## src/rtl/output_stage.sv

```systemverilog
// Output stage: collects MAC partial-sum rows per tile pass, accumulates them
// across depth passes in a local ROWS x COLS buffer, and flushes the tile to
// output memory on the last depth pass. Tile_Done pulses once per pass.
module output_stage #(
  parameter int unsigned LANE_W = 16,
  parameter int unsigned COLS   = 4,
  parameter int unsigned ROWS   = 4
) (
  input  logic                         CLK,
  input  logic                         RSTN,
  input  logic                         START_CALC,
  input  logic [3:0]                   ODST,
  input  logic                         FIRST_PASS,
  input  logic                         LAST_PASS,
  input  logic                         PSUM_VALID,
  input  logic [COLS*LANE_W-1:0]       PSUM_ROW,
  output logic                         OWE,
  output logic [4+$clog2(ROWS)-1:0]    OADDR,
  output logic [COLS*LANE_W-1:0]       ODATA,
  output logic                         Tile_Done,
  output logic                         OVR
);

  localparam int unsigned RowW    = $clog2(ROWS);
  localparam int unsigned RowBits = COLS * LANE_W;
  localparam logic [RowW-1:0] LastRow = RowW'(ROWS - 1);

  typedef enum logic [1:0] {StIdle, StCollect, StWrite, StDone} state_e;

  state_e               state_q;
  logic [3:0]           tile_addr_q;
  logic                 first_q;
  logic                 last_q;
  logic [RowW-1:0]      rc_q;
  logic [RowW-1:0]      wr_q;
  logic [RowBits-1:0]   acc_q [ROWS];

  logic [RowBits-1:0]   acc_row_d;
  logic [RowW-1:0]      wr_nxt;
  logic [RowBits-1:0]   first_row_data;

  // Per-lane accumulate (mod 2^LANE_W) of the incoming beat into the current row.
  always_comb begin
    acc_row_d = '0;
    for (int k = 0; k < COLS; k++) begin
      acc_row_d[k*LANE_W +: LANE_W] = first_q ? PSUM_ROW[k*LANE_W +: LANE_W]
                                     : acc_q[rc_q][k*LANE_W +: LANE_W]
                                       + PSUM_ROW[k*LANE_W +: LANE_W];
    end
    wr_nxt = wr_q + RowW'(1);
    // With a single-row tile, row 0 is the one being accumulated on the final beat.
    first_row_data = (ROWS == 1) ? acc_row_d : acc_q[0];
  end

  // Pass FSM with accumulator buffer and registered memory/handshake outputs.
  always_ff @(posedge CLK or negedge RSTN) begin
    if (!RSTN) begin
      state_q     <= StIdle;
      tile_addr_q <= '0;
      first_q     <= 1'b0;
      last_q      <= 1'b0;
      rc_q        <= '0;
      wr_q        <= '0;
      for (int i = 0; i < ROWS; i++) acc_q[i] <= '0;
      OWE         <= 1'b0;
      OADDR       <= '0;
      ODATA       <= '0;
      Tile_Done   <= 1'b0;
      OVR         <= 1'b0;
    end else begin
      Tile_Done <= 1'b0;
      // Beats arriving outside COLLECT are dropped and flagged.
      if (PSUM_VALID && (state_q != StCollect)) OVR <= 1'b1;

      case (state_q)
        StIdle: begin
          if (START_CALC) begin
            state_q     <= StCollect;
            tile_addr_q <= ODST;
            first_q     <= FIRST_PASS;
            last_q      <= LAST_PASS;
            rc_q        <= '0;
          end
        end

        StCollect: begin
          if (!START_CALC) begin
            state_q <= StIdle;
          end else if (PSUM_VALID) begin
            acc_q[rc_q] <= acc_row_d;
            rc_q        <= rc_q + RowW'(1);
            if (rc_q == LastRow) begin
              if (last_q) begin
                // First write row is presented in the cycle right after the final beat.
                state_q <= StWrite;
                wr_q    <= '0;
                OWE     <= 1'b1;
                OADDR   <= {tile_addr_q, {RowW{1'b0}}};
                ODATA   <= first_row_data;
              end else begin
                state_q   <= StDone;
                Tile_Done <= 1'b1;
              end
            end
          end
        end

        StWrite: begin
          if (wr_q == LastRow) begin
            OWE       <= 1'b0;
            state_q   <= StDone;
            Tile_Done <= 1'b1;
          end else begin
            wr_q  <= wr_nxt;
            OADDR <= {tile_addr_q, wr_nxt};
            ODATA <= acc_q[wr_nxt];
          end
        end

        StDone: begin
          state_q <= StIdle;
        end

        default: begin
          state_q <= StIdle;
        end
      endcase
    end
  end

endmodule
```

## config.mk

```make
export PLATFORM = sky130hd
export DESIGN_NAME = output_stage
export DESIGN_NICKNAME = d
export VERILOG_FILES = /design/src/rtl/output_stage.sv
export SDC_FILE = /design/constraint.sdc
export NUM_CORES = 1
export LEC_CHECK = 0
export ABC_AREA = 1
export BUFFER_PORTS_ARGS = -buffer_cell sky130_fd_sc_hd__buf_2
export CORE_ASPECT_RATIO = 0.8
export CORE_MARGIN = 2
export CORE_UTILIZATION = 62
export DETAILED_ROUTE_END_ITERATION = 7
export PLACE_DENSITY = 0.82
export SYNTH_ARGS = -nofsm -noshare
export SYNTH_HDL_FRONTEND = slang
export SYNTH_SLANG_ARGS = --single-unit
```

## constraint.sdc

```tcl
create_clock -name CLK -period 3.4 [get_ports CLK]
set_input_delay 0.17 -clock CLK [delete_from_list [all_inputs] [get_ports CLK]]
set_output_delay 0.17 -clock CLK [all_outputs]
set_load 0.1 [all_outputs]
```

# Yosys cells after proc, flatten, opt, wreduce, memory -nomap -nowiden
# Cells that the tools add are included.
dict set report totals {
  mem_bits_rw 0
  n_memories 0
  rom_bits 0
  latchBits 0
  register_bits 341
  wordCells 106
  output_inout_bits 73
}
dict set report classes {
  mul 0
  shifts 0
  mux 54
  n_eq_ne 15
  n_addsub 6
  n_reduce_logical 11
  bitwise 2
  div_mod_pow 0
  n_lt_le_gt_ge 3
}
# op count
set op_table {}
lappend op_table {{$mux W64} 10}
lappend op_table {{$bmux W64 S2} 2}
lappend op_table {{$bwmux W256} 1}
lappend op_table {{$demux W64 S2} 1}
lappend op_table {{$pmux W64 S2} 1}
lappend op_table {{$add A16 B16 Y16} 4}
lappend op_table {{$mux W16} 4}
lappend op_table {{$mux W6} 5}
lappend op_table {{$mux W2} 13}
lappend op_table {{$ne A2 B2 Y1 const B} 7}
lappend op_table {{$pmux W6 S2} 1}
lappend op_table {{$reduce_and A6 Y1} 2}
lappend op_table {{$mux W1} 11}
lappend op_table {{$eq A2 B2 Y1 const B} 4}
lappend op_table {{$pmux W2 S2} 2}
lappend op_table {{$pmux W2 S4} 1}
lappend op_table {{$reduce_and A4 Y1} 2}
lappend op_table {{$ge A3 B3 Y1 const B} 2}
lappend op_table {{$ne A3 B3 Y1 const B} 2}
lappend op_table {{$not A2 Y3} 2}
lappend op_table {{$add A2 B1 Y2 const B} 2}
lappend op_table {{$pmux W1 S2} 2}
lappend op_table {{$reduce_bool A2 Y1} 2}
lappend op_table {{$lt A3 B1 Y1 const B} 1}
lappend op_table {{other kinds (6)} 7}

# Logic depth before layout (Yosys ltp)
# Gate-level depths: netlist (run 1).
dict set report depth {
  word_depth 7
  mapped_depth 19
  mapped_depth_nobuf 17
}

# Worst setup path before layout (run 1)
# OpenSTA, ideal clock, no wires.
dict set report synth_timing {
  path_type {reg2reg}
  from {register rc_q[0]}
  to {register acc_q (netlist bit first_row_data[56])}
  path_slack_ns 0.642
  path_stages_with_launch 19
  arrival_ns 2.693
  synth_period_minus_slack_ns 2.758
  setup_time_ns 0.066
  path_cell_list {dfrtp_1 > inv_1 > buf_2 > buf_2 > buf_2 > nand2_1 > a21oi_1 > ha_1 > inv_1 > fa_1 > inv_1 > nand3_1 > nand3_1 > a21oi_1 > nand2_1 > nand2_1 > o21ai_0 > nand2_1 > nand2_1}
}
dict set report synth_between {
  elab_chain_len 7
  word_cells_on_any_way 12
}
# item line
set synth_lines {}
lappend synth_lines {{start, declared} 34} ;# logic [RowW-1:0] rc_q;
lappend synth_lines {{start signal, assigned} 91} ;# rc_q <= rc_q + RowW'(1);
lappend synth_lines {{$not A2 Y3 (not written as such) (*)} {47, 90}}
lappend synth_lines {{$bmux W64 S2} 47} ;# : acc_q[rc_q][k*LANE_W +: LANE_W]
lappend synth_lines {{$mux W64 (not written as such) (2 in series)} 47}
lappend synth_lines {{$add A16 B16 Y16} 48} ;# + PSUM_ROW[k*LANE_W +: LANE_W];
lappend synth_lines {{$mux W16} 46} ;# acc_row_d[k*LANE_W +: LANE_W] = first_q ? PSUM_ROW[k*LANE_W +: LANE_W]
lappend synth_lines {{$bwmux W256 (*)} 90} ;# acc_q[rc_q] <= acc_row_d;
lappend synth_lines {{end signal, assigned by index} 90}
lappend synth_lines {{end, declared} 36} ;# logic [RowBits-1:0] acc_q [ROWS];
# Mark *: on every way between the ends. The rest lies on a longest branch, timed or not. The select of a mux whose other input is x is not followed.
# A chain may end at the register's enable or synchronous reset.

# Worst setup path in the final report (run 1)
dict set report layout_timing {
  from {register rc_q[0]}
  to {register acc_q[47] in the netlist's numbering}
}
dict set report layout_between {
  elab_chain_len 7
  word_cells_on_any_way 12
}
# item line
set layout_lines {}
lappend layout_lines {{$not A2 Y3 (not written as such) (*)} {47, 90}}
lappend layout_lines {{$bmux W64 S2} 47}
lappend layout_lines {{$mux W64 (2 in series)} --}
lappend layout_lines {{$add A16 B16 Y16} 48}
lappend layout_lines {{$mux W16} 46}
lappend layout_lines {{$bwmux W256 (*)} 90}
# Marks and branches as above.

==> results of run 1 <==
-- flip-flops by register name (all words and copies together), names as in the netlist, named ones only --
signal	flops
acc_q	192
ODATA	64
first_row_data	64
OADDR	6
tile_addr_q	4
rc_q	2
OVR	1
OWE	1
Tile_Done	1
first_q	1
last_q	1
state_q	1
-- layer usage --
metal  vias to the layer above  track usage (%)
met5                         -                0
met3                       177             7.57
met2                      1366             57.3
li1                       9829                -
met4                         0             13.3
met1                      9820             52.3
-- timing repair --
| item | CTS | global route |
|---|---|---|
| resized for setup | 0 | 2 |
| hold buffers | 22 | 0 |
| endpoints found under the hold margin | 120 | 0 |
| endpoints found under the setup margin | 0 | 6 |
-- kinds of logic after synthesis --
kind of cell | count (synthesis)
DFF | 339
xor gates and xnor gates | 12
AOI/OAI and AO/OA | 558
muxes | 4
buffers and inverters | 443
adders and majority gates | 72
and+or+nand+nor | 1543
-- through the flow --
step           std cells  util [%]
6_report            3526      71.4
5_1_grt             3526      71.4
4_1_cts             3526      71.4
3_5_place_dp        3441      66.9
3_3_place_gp        3441      66.9
2_1_floorplan       2971         -
-- placed cells by master (no fill, tap or decap), types with 14 or more instances in the layout --
cell type and n:
sky130_fd_sc_hd__clkbuf_16 37, sky130_fd_sc_hd__o22a_1 36, sky130_fd_sc_hd__o211ai_1 63, sky130_fd_sc_hd__dlygate4sd3_1 22, sky130_fd_sc_hd__a31oi_1 29, sky130_fd_sc_hd__inv_1 277, sky130_fd_sc_hd__or2_2 28, sky130_fd_sc_hd__buf_2 145
sky130_fd_sc_hd__buf_4 37, sky130_fd_sc_hd__nor2_1 171, sky130_fd_sc_hd__nand3_1 216, sky130_fd_sc_hd__ha_1 68, sky130_fd_sc_hd__o21ai_1 20, sky130_fd_sc_hd__a21oi_1 135, sky130_fd_sc_hd__nand2_1 1088, sky130_fd_sc_hd__dfrtp_1 337
sky130_fd_sc_hd__buf_12 14, sky130_fd_sc_hd__o22ai_1 34, sky130_fd_sc_hd__o21ai_0 231
-- critical path, stage by stage (launching register included) --
cell                      delay [ps]
sky130_fd_sc_hd__dfrtp_4         510
sky130_fd_sc_hd__inv_4           250
sky130_fd_sc_hd__buf_12          260
sky130_fd_sc_hd__buf_4           250
sky130_fd_sc_hd__o21ai_0         130
sky130_fd_sc_hd__o22ai_1         300
sky130_fd_sc_hd__ha_1            350
sky130_fd_sc_hd__nand2_1         120
sky130_fd_sc_hd__inv_1            60
sky130_fd_sc_hd__nand2_1          60
sky130_fd_sc_hd__nand2_1          60
sky130_fd_sc_hd__a21oi_1         190
sky130_fd_sc_hd__nand2_1          80
sky130_fd_sc_hd__nand2_1          60
sky130_fd_sc_hd__nand3_1         150
sky130_fd_sc_hd__nand3_1         110
sky130_fd_sc_hd__nand2_1          70
-- area by class of cell --
type,count,area share (%)
clock buffers,51,4.48
clock inverters,12,0.834
inverters,289,4.66
multi-input cells,2189,45.0
flip-flops and latches,339,36.3
well taps,427,2.28
repair buffers,219,6.49
-- worst paths after layout --
check,startpoint,to,slack [ps],cells after the start
worst min-delay path,PSUM_ROW[7],acc_q[71],20,3
worst max-delay path,rc_q[0],acc_q[47],260,16
min in group asynchronous,RSTN,OADDR[5],220,2
worst max register to register,rc_q[0],acc_q[47],260,16
worst min register to register,OVR,OVR,460,1
max in group asynchronous,RSTN,acc_q[95],1980,3
==> results.txt, run 1 <==
In this run, CTS created clock tree buffers numbering 37. The synthesized netlist devotes 15.4% of its cell area to compound gates. The worst path required time was 3810 ps; the overall track demand over capacity in global routing was 37.1%.

The share of cell area taken by muxes after synthesis works out to 0.193%. The share of synthesized area in the top cell type comes to 40.8%. The xor and xnor fraction of the mapped netlist area is 0.505%.

In the final timing run, aggregate negative setup slack is 0 ps. Setup repair after global routing left no endpoint under its margin. Dominant combinational cell family by area after synthesis: simple AND/OR/NAND/NOR gates.

The floorplan has 59 rows. The run gives 0 as the residual DRC count. Once detail routing completed, the nets flagged for antenna violations numbered 0.

The worst path in the final design needs a cycle of 3140 ps, including I/O delays and setup. The floorplan step set the die width to 209 um. Detailed routing placed a total of 8160 um of wire on met3.

Yosys attributes the largest share of cell area to sky130_fd_sc_hd__dfrtp_1, sky130_fd_sc_hd__nand2_1, sky130_fd_sc_hd__o21ai_0. By instance count, the leading cell after synthesis is sky130_fd_sc_hd__nand2_1. STA classifies the critical path startpoint as a flop. For the endpoint arrival time on the critical path, the log shows 3550 ps. The transition time at the pin with the least slew margin works out to 1160 ps. The run gives 0 as the total count of max-transition violations in the final report. After synthesis, the mean cell area works out to 7.00 um2. The post-synthesis register bit count was 339.

The number of enable-type register cells in the synthesized netlist came out at 0. For the maximum operating frequency, the log shows 318 MHz. The tools report the routed length on met1 as 26700 um.

CTS placed an instance of sky130_fd_sc_hd__clkbuf_16 at the clock tree root. The run finished with clean final reports. The total grt overflow was 0; the clock sink total was 339. Port buffering added 146 buffers. The worst setup path is captured at a flop. In this run the tightest slew margin relative to its limit is 22.9%. 0 antenna diodes ended up in the layout.

The run gives 19900 as the via count of the first global-routing pass. Summing the areas of all and, or, nand and nor instances in the mapped netlist gives 29.9% of the synthesized area. Highest net fanout along the worst path: 37. sky130_fd_sc_hd__dfrtp_1 takes more of the synthesized area than any other cell. No sink is reached through more buffers than the 3 on the longest clock path.

In the routed layout, each cell is associated on average with a via count of 6.01. Highest signal layer in the routed design: met4. The type of the worst setup path was reg2reg.

With fillers left out, the area of the finished cells amounts to 23400 um2. The iteration count of the initial detailed-routing pass was 6; the post-synthesis share of cell area spent on full adders, half adders and majority gates was 4.48%. The area after detailed placement was 21900 um2; the setup slack at placement was 295 ps. The die is 168 um tall. The clock tree synthesis step divided the H-tree into 2 levels. After detailed routing, the average wire length per cell comes to 18.6 um. After synthesis the cells add up to 20800 um2.

Entering global routing, the biggest net connects 113 pins. The number of nets handed over by synthesis was 3117. Relative to the synthesized area, the layout overhead comes to 12.5%.

For the overall via count from detail_route, the log shows 21200. Sorting the synthesized cells by how often they occur yields sky130_fd_sc_hd__nand2_1, sky130_fd_sc_hd__dfrtp_1, sky130_fd_sc_hd__inv_1, sky130_fd_sc_hd__o21ai_0, sky130_fd_sc_hd__nand3_1. For this run, the leading register cell type out of synthesis is sky130_fd_sc_hd__dfrtp_1. TritonCTS built the clock tree. The tools report the count of final setup violators as 0. The proportion of synthesized flip-flops having asynchronous set or reset was 100%. Across all hold checks on the routed design, the worst slack comes to 19.8 ps.

The setup skew after layout came out at 23.2 ps. The clock latency on the worst-skew pair is 550 ps, and the total of fill cells in the finished design is 2741. Once routing completed, OpenROAD measured the worst setup slack at 259 ps. The HPWL after detailed placement is 41100 um.

The hold violation total from the final report is 0, and the share of the clock period used by the worst path after layout is 92.4%. For this run, the number of Yosys warnings is 0. The clock slew seen by the registers of the worst setup and hold paths is 60 ps. Wire segments on met2 add up to 28600 um in the final route. Across the run, the number of max-cap violations was 0. Classification of the worst-slack hold path: in2reg. The final routed wirelength across all metal layers was 65500 um; the number of different library cells in the post-synthesis netlist was 39. The area taken by multi-input logic gates was 10500 um2; the number of instances in the synthesized netlist was 2971. The number of post-CTS setup repair buffers is 0. The tools report the initial antenna violation count as 0. Summing all flip-flop and latch instances after layout gives 8490 um2.

The placeable core region is 32800 um2, and the first-pass GRT wire length is 105000 um. The floorplan step defined a die boundary enclosing 35000 um2. The post-route netlist has 9.81% of its cells at a drive strength greater than 1. For this block, the initial DRC count from the detailed router was 2591. The run gives 3221 as the number of nets in the final layout.

Sequential elements use 40.8% of the synthesized area. Routability-driven placement finished with a final weighted congestion of 0.955. For this configuration, the core starts out at a cell density of 63.5%. Number of placed I/O pins: 147.
Power of run 1 is left out: the tool's default activity adds up to more than one toggle a clock period on the data nets, which glitch-free logic cannot reach.
==> run 2, diff against run 1 <==
- CORE_UTILIZATION: 62 -> 45
- PLACE_DENSITY: 0.82 -> not set
==> run 2 against run 1 <==
Compared with the run above:
- critical path depth decreased by 2
- register-to-register slack gained 30 ps
- count of clock-buffer cells in the layout increased by 9
==> results.txt, run 2 (synthesis results as in run 1) <==
The min-delay analysis places its worst path in the category in2reg. The overall track demand over capacity in global routing came out at 28.7% (-8.4 points). The number of antenna repair diodes is 0 (unchanged). The critical path is of the reg2reg type. The run gives 42900 um (+4.4%) as the final HPWL from detailed placement. The total count of max-transition violations in the final report is 0 (unchanged). Setup repair after global routing left no endpoint under its margin. The final routed wirelength across all metal layers is 68500 um (+4.5%). The final setup TNS was 0 ps (unchanged). The first-pass GRT wire length is 109000 um (+4.0%).

The tools report the worst slew slack as a fraction of its limit as 28.6% (+5.7 points). The number of hold buffers added after CTS came out at 34 (+55%). The clock latency on the worst-skew pair was 570 ps (+20 ps). The run gives 0 (unchanged) as the number of post-CTS setup repair buffers. Gate family responsible for the most delay along the worst path: compound AO/OA/AOI/OAI gates.

The clock slew seen by the registers of the worst setup and hold paths was 60 ps (about the same). Maximum root-to-sink buffer count: 3 (unchanged). The flow ran to the end, and the final reports show no timing, DRC or antenna violations. The buffering stage count on the worst path with inverters included was 3 (-1).

The tools report the via count of the first global-routing pass as 19600 (-1.4%). The violation count after the first detailed-route iteration came out at 1860 (-28%). The overall via count from detail_route came out at 20500 (-3.3%). The run gives 0 (unchanged) as the post-detailed-route count of antenna-violating nets. The fraction of layout cells with a size suffix above 1 was 9.79% (-0.021 points). The library cell used most frequently in the layout, excluding fill and tap cells, is sky130_fd_sc_hd__nand2_1. The post-route worst hold slack was 13.7 ps (-6.09 ps). The residual DRC count is 0 (unchanged), and the setup skew after layout is 20.2 ps (-2.97 ps).

The standard-cell row count was 70 (+19%); the flip-flop count of the largest register, all copies and words added was 192 (unchanged). The number of placed I/O pins is 147 (unchanged), and the iteration count of the initial detailed-routing pass is 6 (unchanged). The startpoint type of the worst setup path is a flop. For the hold violation total from the final report, the log shows 0 (unchanged).

Among the stages of the critical path, the cell type that occurs most often is sky130_fd_sc_hd__nand2_1. The run gives 128 (+13%) as the maximum number of pins on one net before global-route repair. The maximum operating frequency was 321 MHz (+0.92%); the share of the clock period used by the worst path after layout was 91.5% (-0.84 points).

The largest individual stage delay along the critical path comes from the cell sky130_fd_sc_hd__dfrtp_4. The root buffer cell chosen for the clock tree is sky130_fd_sc_hd__clkbuf_16. The floorplan die height is 196 um (+17%), and the clock sink total is 339 (unchanged).

TritonCTS built the clock tree. The count of final setup violators was 0 (unchanged); the highest net fanout along the worst path was 27 (-27%). Maximum cell stage delay along the critical path: 500 ps (about the same).

The logs give 10500 um2 (unchanged) for the area taken by multi-input logic gates and 45600 um2 (+39%) for the placeable core region. The width of the chip came out at 244 um (+17%). The time the worst path needs with I/O delays and setup was 3110 ps (-28.6 ps); the count of instances resized after the clock tree is built was 0 (unchanged). The average vias per placed instance is 5.50 (-8.5%), and the number of nets in the final layout is 3239 (+0.56%). The total of fill cells in the finished design was 4477 (+63%); the initial core utilization was 45.6% (-18 points). Worst path required time: 3870 ps (+60 ps). The transition time at the pin with the least slew margin was 1070 ps (-86.0 ps); the number of port buffers was 146 (unchanged). The clock buffer count from CTS was 40 (+8.1%); the routability-driven placement congestion ratio was 0.935 (-2.2%). The average wire per cell in the routed design is 18.4 um (-1.1%), and the initial antenna violation count is 0 (unchanged).

acc_q holds more flip-flops than any other register. The tools report the area of the die as 48000 um2 (+37%). The logs give 8490 um2 (unchanged) for the area taken by flip-flops and latches and 0 (unchanged) for the total grt overflow. The nature of the critical path endpoint is a flop. Walking the worst path, the cells encountered are inv_4 > buf_4 > o21ai_0 > o22ai_1 > ha_1 > or2_1 > nand3_1 > nand2_1 > nand2_1 > nand2_1 > o21ai_0 > buf_4 > nand2_1 > o21ai_0.

The tools report the endpoint arrival time on the critical path as 3580 ps (+30 ps). The growth of design area from synthesis to finish works out to 14.3%. Count of H-tree levels built during CTS: 2 (unchanged). The top cell types in the final layout, fill and taps aside, are sky130_fd_sc_hd__nand2_1, sky130_fd_sc_hd__dfrtp_1, sky130_fd_sc_hd__inv_1. The number of max-cap violations is 0 (unchanged).
## run 2: changes by cell type in the layout (fill, tap and decap cells not counted)
cell,previous run,this run
sky130_fd_sc_hd__bufinv_16,5,1
sky130_fd_sc_hd__dlygate4sd3_1,22,34
sky130_fd_sc_hd__clkbuf_1,7,11
sky130_fd_sc_hd__clkinvlp_4,1,0
sky130_fd_sc_hd__clkbuf_8,7,8
sky130_fd_sc_hd__clkinv_2,4,3
sky130_fd_sc_hd__clkinv_4,2,1
sky130_fd_sc_hd__buf_4,37,39
sky130_fd_sc_hd__buf_12,14,15
sky130_fd_sc_hd__clkbuf_16,37,41
sky130_fd_sc_hd__o21ai_1,20,18
sky130_fd_sc_hd__o21ai_0,231,233
## run 2: metal layers
layer  share of wire [%]  vias up  track usage, %  wire, um
met3                 7.4      113            4.25      5100
met4                 2.2        0            9.03      1510
met2                  44      832            44.7     30300
met1                  46     9686            41.2     31600
li1                    -     9860               -         -
met5                   0        -               0         0
## run 2: worst paths after layout
path                              startpoint         end  slack (ps)  depth (start not counted)
min in group asynchronous               RSTN    OADDR[3]         240                          2
worst max-delay path                 rc_q[0]  acc_q[183]         290                         14
max in group asynchronous               RSTN   acc_q[94]        2190                          3
worst min register to register     ODATA[19]   ODATA[19]         470                          2
worst min-delay path            PSUM_ROW[26]  acc_q[154]          10                          4
worst max register to register       rc_q[0]  acc_q[183]         290                         14
## run 2: layout make-up
type | instances | area share (%)
clock inverters | 5 | 0.226
flip-flops and latches | 339 | 35.7
clock buffers | 60 | 4.95
multi-input cells | 2189 | 44.3
well taps | 612 | 3.22
repair buffers | 234 | 7.04
inverters | 289 | 4.59
## run 2: tightest hold or removal path: stages
cell and delay (ps):
sky130_fd_sc_hd__buf_2 100, sky130_fd_sc_hd__or2_2 140, sky130_fd_sc_hd__nand3_1 70, sky130_fd_sc_hd__nand2_1 60
## run 2: per-stage QoR
stage / cell area [um2] / utilization, % / cells / setup slack (ps)
after floorplan: 20800 / - / 2971 / 642
after global placement: 22200 / 48.6 / 3629 / 441
after detailed placement: 22200 / 48.6 / 3629 / 311
after CTS: 23800 / 52.1 / 3728 / 310
after global routing: 23800 / 52.1 / 3728 / 70.4
final: 23800 / 52.1 / 3728 / 288
Power of run 2 is left out for the same reason.
